[config.mk]
export PLATFORM = sky130hd
export DESIGN_NAME = md_unit
export DESIGN_NICKNAME = d
export VERILOG_FILES = /design/src/rtl/md_unit.sv
export SDC_FILE = /design/constraint.sdc
export NUM_CORES = 1
export LEC_CHECK = 0
export CORE_MARGIN = 2
export CORE_UTILIZATION = 42
export DETAILED_ROUTE_END_ITERATION = 16
export GPL_TIMING_DRIVEN = 0
export SYNTH_ARGS = -nofsm -noshare
export SYNTH_HDL_FRONTEND = slang
export SYNTH_SLANG_ARGS = --single-unit
export TNS_END_PERCENT = 20
[constraint.sdc]
create_clock -name clk -period 5.45 [get_ports clk]
set_input_delay 1.09 -clock clk [delete_from_list [all_inputs] [get_ports clk]]
set_output_delay 1.09 -clock clk [all_outputs]
set_load 0.02 [all_outputs]
[src/rtl/md_unit.sv]
// md_unit: iterative RV32M multiply/divide unit with a single write-back pulse.
// Define MD_FAST_MUL_EN for a single-cycle 33x33 multiply; division stays iterative.
module md_unit #(
  parameter int DATA_WIDTH = 32
) (
  input  logic                  clk,
  input  logic                  rst_n,
  input  logic                  start,
  input  logic [2:0]            op,
  input  logic [DATA_WIDTH-1:0] rs1_data,
  input  logic [DATA_WIDTH-1:0] rs2_data,
  input  logic [4:0]            rd_addr,
  input  logic                  flush,
  output logic                  busy,
  output logic                  done,
  output logic [DATA_WIDTH-1:0] result,
  output logic [4:0]            rd_out
);
  localparam int W  = DATA_WIDTH;
  localparam int CW = $clog2(W) + 1;

  typedef enum logic [1:0] {IDLE, CALC, DONE} state_t;

  state_t         state_q, state_d;
  logic [CW-1:0]  cnt_q, cnt_d;
  logic [2:0]     op_q, op_d;
  logic           neg_q, neg_d, rneg_q, rneg_d;
  logic [2*W-1:0] a_q, a_d, acc_q, acc_d;
  logic [W-1:0]   b_q, b_d, result_q, result_d;
  logic [4:0]     rd_q, rd_d;

  logic           s1, s2, div_zero, ovf, ge;
  logic [W-1:0]   m1, m2, diff, q, r, fin;
  logic [2*W-1:0] p;

  // Operand signs already folded with each op's signedness
  assign s1       = rs1_data[W-1] & (op[2] ? ~op[0] : (op[1:0] != 2'b11));
  assign s2       = rs2_data[W-1] & (op[2] ? ~op[0] : ~op[1]);
  assign m1       = s1 ? -rs1_data : rs1_data;
  assign m2       = s2 ? -rs2_data : rs2_data;
  assign div_zero = (rs2_data == '0);
  assign ovf      = ~op[0] & (rs1_data == {1'b1, {(W-1){1'b0}}}) & (&rs2_data);

  // Restoring step: shifted partial remainder is acc_q[2W-1:W-1]
  assign ge   = acc_q[2*W-1:W-1] >= {1'b0, a_q[W-1:0]};
  assign diff = acc_q[2*W-2:W-1] - a_q[W-1:0];

  assign p   = neg_q ? -acc_q : acc_q;
  assign q   = neg_q ? -acc_q[W-1:0] : acc_q[W-1:0];
  assign r   = rneg_q ? -acc_q[2*W-1:W] : acc_q[2*W-1:W];
  assign fin = op_q[2] ? (op_q[1] ? r : q) : ((op_q[1:0] == 2'b00) ? p[W-1:0] : p[2*W-1:W]);

`ifdef MD_FAST_MUL_EN
  logic signed [W:0]     x1, x2;
  logic signed [2*W-1:0] fp;
  assign x1 = {s1, rs1_data};
  assign x2 = {s2, rs2_data};
  assign fp = (2*W)'(x1) * (2*W)'(x2);
`endif

  always_comb begin
    state_d  = state_q;
    cnt_d    = cnt_q;
    op_d     = op_q;
    neg_d    = neg_q;
    rneg_d   = rneg_q;
    a_d      = a_q;
    b_d      = b_q;
    acc_d    = acc_q;
    result_d = result_q;
    rd_d     = rd_q;
    if (flush) begin
      state_d = IDLE;
    end else if (state_q == IDLE) begin
      if (start) begin
        op_d   = op;
        rd_d   = rd_addr;
        neg_d  = s1 ^ s2;
        rneg_d = s1;
        cnt_d  = '0;
        if (op[2]) begin
          a_d     = {{W{1'b0}}, m2};
          acc_d   = {{W{1'b0}}, m1};
          state_d = CALC;
          if (div_zero) begin
            result_d = op[1] ? rs1_data : '1;
            state_d  = DONE;
          end else if (ovf) begin
            result_d = op[1] ? '0 : {1'b1, {(W-1){1'b0}}};
            state_d  = DONE;
          end
        end else begin
`ifdef MD_FAST_MUL_EN
          result_d = (op[1:0] == 2'b00) ? fp[W-1:0] : fp[2*W-1:W];
          state_d  = DONE;
`else
          a_d     = {{W{1'b0}}, m1};
          b_d     = m2;
          acc_d   = '0;
          state_d = CALC;
`endif
        end
      end
    end else if (state_q == CALC) begin
      if (cnt_q == CW'(W)) begin
        result_d = fin;
        state_d  = DONE;
      end else begin
        cnt_d = cnt_q + 1'b1;
        if (op_q[2]) begin
          acc_d = ge ? {diff, acc_q[W-2:0], 1'b1} : {acc_q[2*W-2:0], 1'b0};
        end else begin
          acc_d = acc_q + (b_q[0] ? a_q : '0);
          a_d   = a_q << 1;
          b_d   = b_q >> 1;
        end
      end
    end else begin
      state_d = IDLE;
    end
  end

  always_ff @(posedge clk or negedge rst_n) begin
    if (!rst_n) begin
      state_q  <= IDLE;
      cnt_q    <= '0;
      op_q     <= '0;
      neg_q    <= 1'b0;
      rneg_q   <= 1'b0;
      a_q      <= '0;
      b_q      <= '0;
      acc_q    <= '0;
      result_q <= '0;
      rd_q     <= '0;
    end else begin
      state_q  <= state_d;
      cnt_q    <= cnt_d;
      op_q     <= op_d;
      neg_q    <= neg_d;
      rneg_q   <= rneg_d;
      a_q      <= a_d;
      b_q      <= b_d;
      acc_q    <= acc_d;
      result_q <= result_d;
      rd_q     <= rd_d;
    end
  end

  assign busy   = (state_q != IDLE);
  assign done   = (state_q == DONE) && !flush;
  assign result = result_q;
  assign rd_out = rd_q;
endmodule
==> flow_summary.ini <==
[setup_path]
cpPeakStageDelay_ps = 620
r2r-end = acc_q[46]$_DFFE_PN0P_
critical_path_class = flip-flop to flip-flop
reg2reg_depth = 14
cp.arrival_ps = 5800
cp_data_required_time_ps = 5880
crit_fanout = 11
slowest_stage = a21oi_1
setup.worst_path.start_class = flip-flop
r2r-start = b_q[0]$_DFFE_PN0P_
cp-end-kind = flip-flop
crit_top_cell = a21oi_1
ff2ff_setup_slack_ps = 90
crit_chain = clkbuf_1 > and2_1 > ha_1 > fa_1 > a211oi_1 > nor4_1 > nor2_1 > a21oi_1 > o21ai_0 > nand2_1 > a21oi_1 > o21a_1 > xor2_1 > o221ai_1

[cells_and_area]
final_area_mm2 = 0.0229
multi_input_area_mm2 = 0.0137
fillers = 4732
drive_above_1_share = 0.0363
area_growth_pct = 14.4
seqCellArea_mm2 = 0.00526
final_net_count = 2942
fin_util = 0.489

[synth]
syn_inst = 2618
yosysMostFrequentCell = nand2_1
syn_area_per_cell_um2 = 7.64
synth_top_family_by_area = compound AO/OA/AOI/OAI gates
synth.area.mux_share = 0.0198
synth_common_cells = nand2_1, o21ai_0, nor2_1
synth_nets = 2798
synth_compound_area_frac = 0.296
synth.area.top_cells = dfrtp_1, ha_1, o21ai_0
synth_cell_types = 81
synthSimpleGateAreaFrac = 0.204
synth_top_area_frac = 0.263
synth-edff-count = 0
synth_area_leader_cell = dfrtp_1
synthAdderAreaFrac = 0.0658
ys_warn_count = 0
yosysSeqAreaShare = 0.263
synthFlopType = dfrtp_1
synth_seq_cells = 210
async_flop_share = 1.00
netlist_area_mm2 = 0.0200
synth_xor_area_frac = 0.101

[hold_path]
hold_path_class = flip-flop to flip-flop
hold_path_depth = 2
hold_start = rd_out[1]$_DFFE_PN0P_
min_to = rd_out[1]$_DFFE_PN0P_

[global_routing]
grt_pass1_vias = 20300
grt_max_degree = 116
overflow = 0
grt_pass1_wl_um = 137000
gr-usage-all-layers = 0.374
antenna_found_initial = 1

[place]
numPortBuffers = 114
place_ws_ps = -744
dp_hpwl_um = 76700
gp_congestion = 1.03
dpl-instance-area_mm2 = 0.0219

[timing]
setup_viol = 0
timing.final.crit_share = 0.984
hold_ws_ps = 474
max_slew_margin = 0.153
hold_viol = 0
grt_setup_unrepaired = no
fmax_ghz = 0.186
fin_setup_tns_ps = 0
slew_violations = 0
skew_ps = 27.6
final.min_clock_period_ps = 5360
worst_pin_slew_ps = 1270
setup_slack_ps = 85.5

[pwr]
leakage_uw = 0.00951
p_per_area_mw_per_mm2 = 314
irDropWorstVdd_uv = 264

[detailed_routing]
vias_per_cell = 6.41
drtAntennaViolNets = 0
drt_iter0_drc = 2447
vias = 21700
drc = 0
drt_wl_total_um = 94700
drtPass1Iterations = 7
wl_per_cell_um = 28.0

[cts]
insertion_delay_ps = 610
tritoncts = built
clock-sinks = 210
clk_pin_slew_worst_paths_ps = 60
cts_hold_buf = 0
root_buffer = clkbuf_16
cts_buffers = 28
htree_num_levels = 1
clk_path_buf_depth = 3

[floorplan]
dieWidth_um = 222
die-area_mm2 = 0.0494
fp.dieH_um = 222
start_util = 0.428
core_area_mm2 = 0.0468
num_rows = 79
ios = 115

[status]
outcome = finished clean

[run]
cap_violations = 0
## how the worst max path moves through the flow
stage,slack (ps),from,cells after the start,endpoint
after floorplan,1840,b_q[0]$_DFFE_PN0P_,14,acc_q[63]$_DFFE_PN0P_
after global placement,-6240,rst_n,1,a_q[55]$_DFFE_PN0P_
after detailed placement,-740,b_q[0]$_DFFE_PN0P_,14,acc_q[63]$_DFFE_PN0P_
after CTS,50,b_q[0]$_DFFE_PN0P_,14,acc_q[46]$_DFFE_PN0P_
after global routing,10,b_q[0]$_DFFE_PN0P_,14,acc_q[46]$_DFFE_PN0P_
final,90,b_q[0]$_DFFE_PN0P_,14,acc_q[46]$_DFFE_PN0P_
## cells in the final DEF (no fill, tap or decap), types with 12 or more instances in the layout
cell type | Yosys | layout
clkbuf_1 | 163 | 165
a211oi_1 | 65 | 65
o21a_1 | 12 | 12
a31oi_1 | 28 | 27
o22ai_1 | 12 | 12
o21bai_1 | 26 | 26
nand2_1 | 295 | 295
a22o_1 | 33 | 33
a41oi_1 | 24 | 24
nand3_1 | 33 | 33
clkdlybuf4s50_1 | 0 | 113
a221oi_1 | 32 | 30
or4_1 | 13 | 13
a21o_1 | 63 | 63
or3_1 | 23 | 23
ha_1 | 102 | 102
nand4_1 | 36 | 36
nor4_1 | 15 | 15
nand2b_1 | 22 | 22
o21ai_0 | 238 | 238
nor2_1 | 232 | 232
a21oi_1 | 217 | 217
o41ai_1 | 16 | 15
clkbuf_16 | 0 | 28
dfrtp_1 | 210 | 209
and2_1 | 76 | 76
o31ai_1 | 26 | 26
a22oi_1 | 14 | 14
and3_1 | 14 | 14
mux2i_1 | 35 | 35
xor2_1 | 104 | 104
inv_1 | 75 | 75
o221ai_1 | 15 | 15
xnor2_1 | 127 | 127
o211ai_1 | 30 | 30
nor3_1 | 40 | 39
## flip-flops by register name (all words and copies together), names as in the netlist
name and count:
rd_out 5, cnt_q 6, b_q 32, acc_q 64
state_q 2, a_q 64, result 32, rneg_q 1
neg_q 1, op_q 3
## final cells by class
| type | count | share of cell area |
|---|---|---|
| buffer | 186 | 0.0318 |
| antenna | 1 | 0.000109 |
| tap | 607 | 0.0332 |
| clock buffer | 37 | 0.0347 |
| inverter | 77 | 0.0126 |
| multi-input combinational | 2144 | 0.601 |
| timing repair buffer | 115 | 0.0513 |
| clock inverter | 11 | 0.00509 |
| sequential | 210 | 0.230 |
## cells by family (layout without fill, tap and decap cells)
logic type / count (synthesis) / count (layout)
fa+ha+maj: 104 / 104
simple gates: 857 / 857
compound gates: 913 / 913
mux: 39 / 39
other cells: 0 / 1
flops: 210 / 210
buf+inv: 264 / 426
xor+xnor: 231 / 231
## worst max-delay path, delay by kind of cell (launching register included)
| family | cells | cell delay [ps] |
|---|---|---|
| buf+inv | 1 | 450 |
| flops | 1 | 580 |
| simple gates | 4 | 1030 |
| compound gates | 6 | 2250 |
| xor+xnor | 1 | 180 |
| fa+ha+maj | 2 | 720 |
## power breakdown
part / switching (µW) / leakage [µW] / internal (µW)
Combinational: 2130 / 0.00642 / 1070
Clock: 812 / 0.000441 / 1070
Sequential: 315 / 0.00265 / 1780
## metrics by stage
stage	cells	power, µW
floorplan	2618	4000
global placement	3339	5200
detailed placement	3340	5200
CTS	3387	7070
global route	3387	7490
finish	3388	7180
## per-layer routing
metal  part of all wire  global-route usage  vias up
li1                   -                   -     9837
met1               0.42               0.497    10500
met2               0.44               0.580     1155
met3              0.092              0.0732      208
met4              0.057               0.182        0
met5                  0                   0        -
## what timing repair did
action                     4_1_cts  5_1_grt
gates resized for setup          2        3
setup buffers                    0        0
pin swaps                        0        0
setup endpoints to repair       15        7
Note: power is estimated with default switching activity, not from simulation.
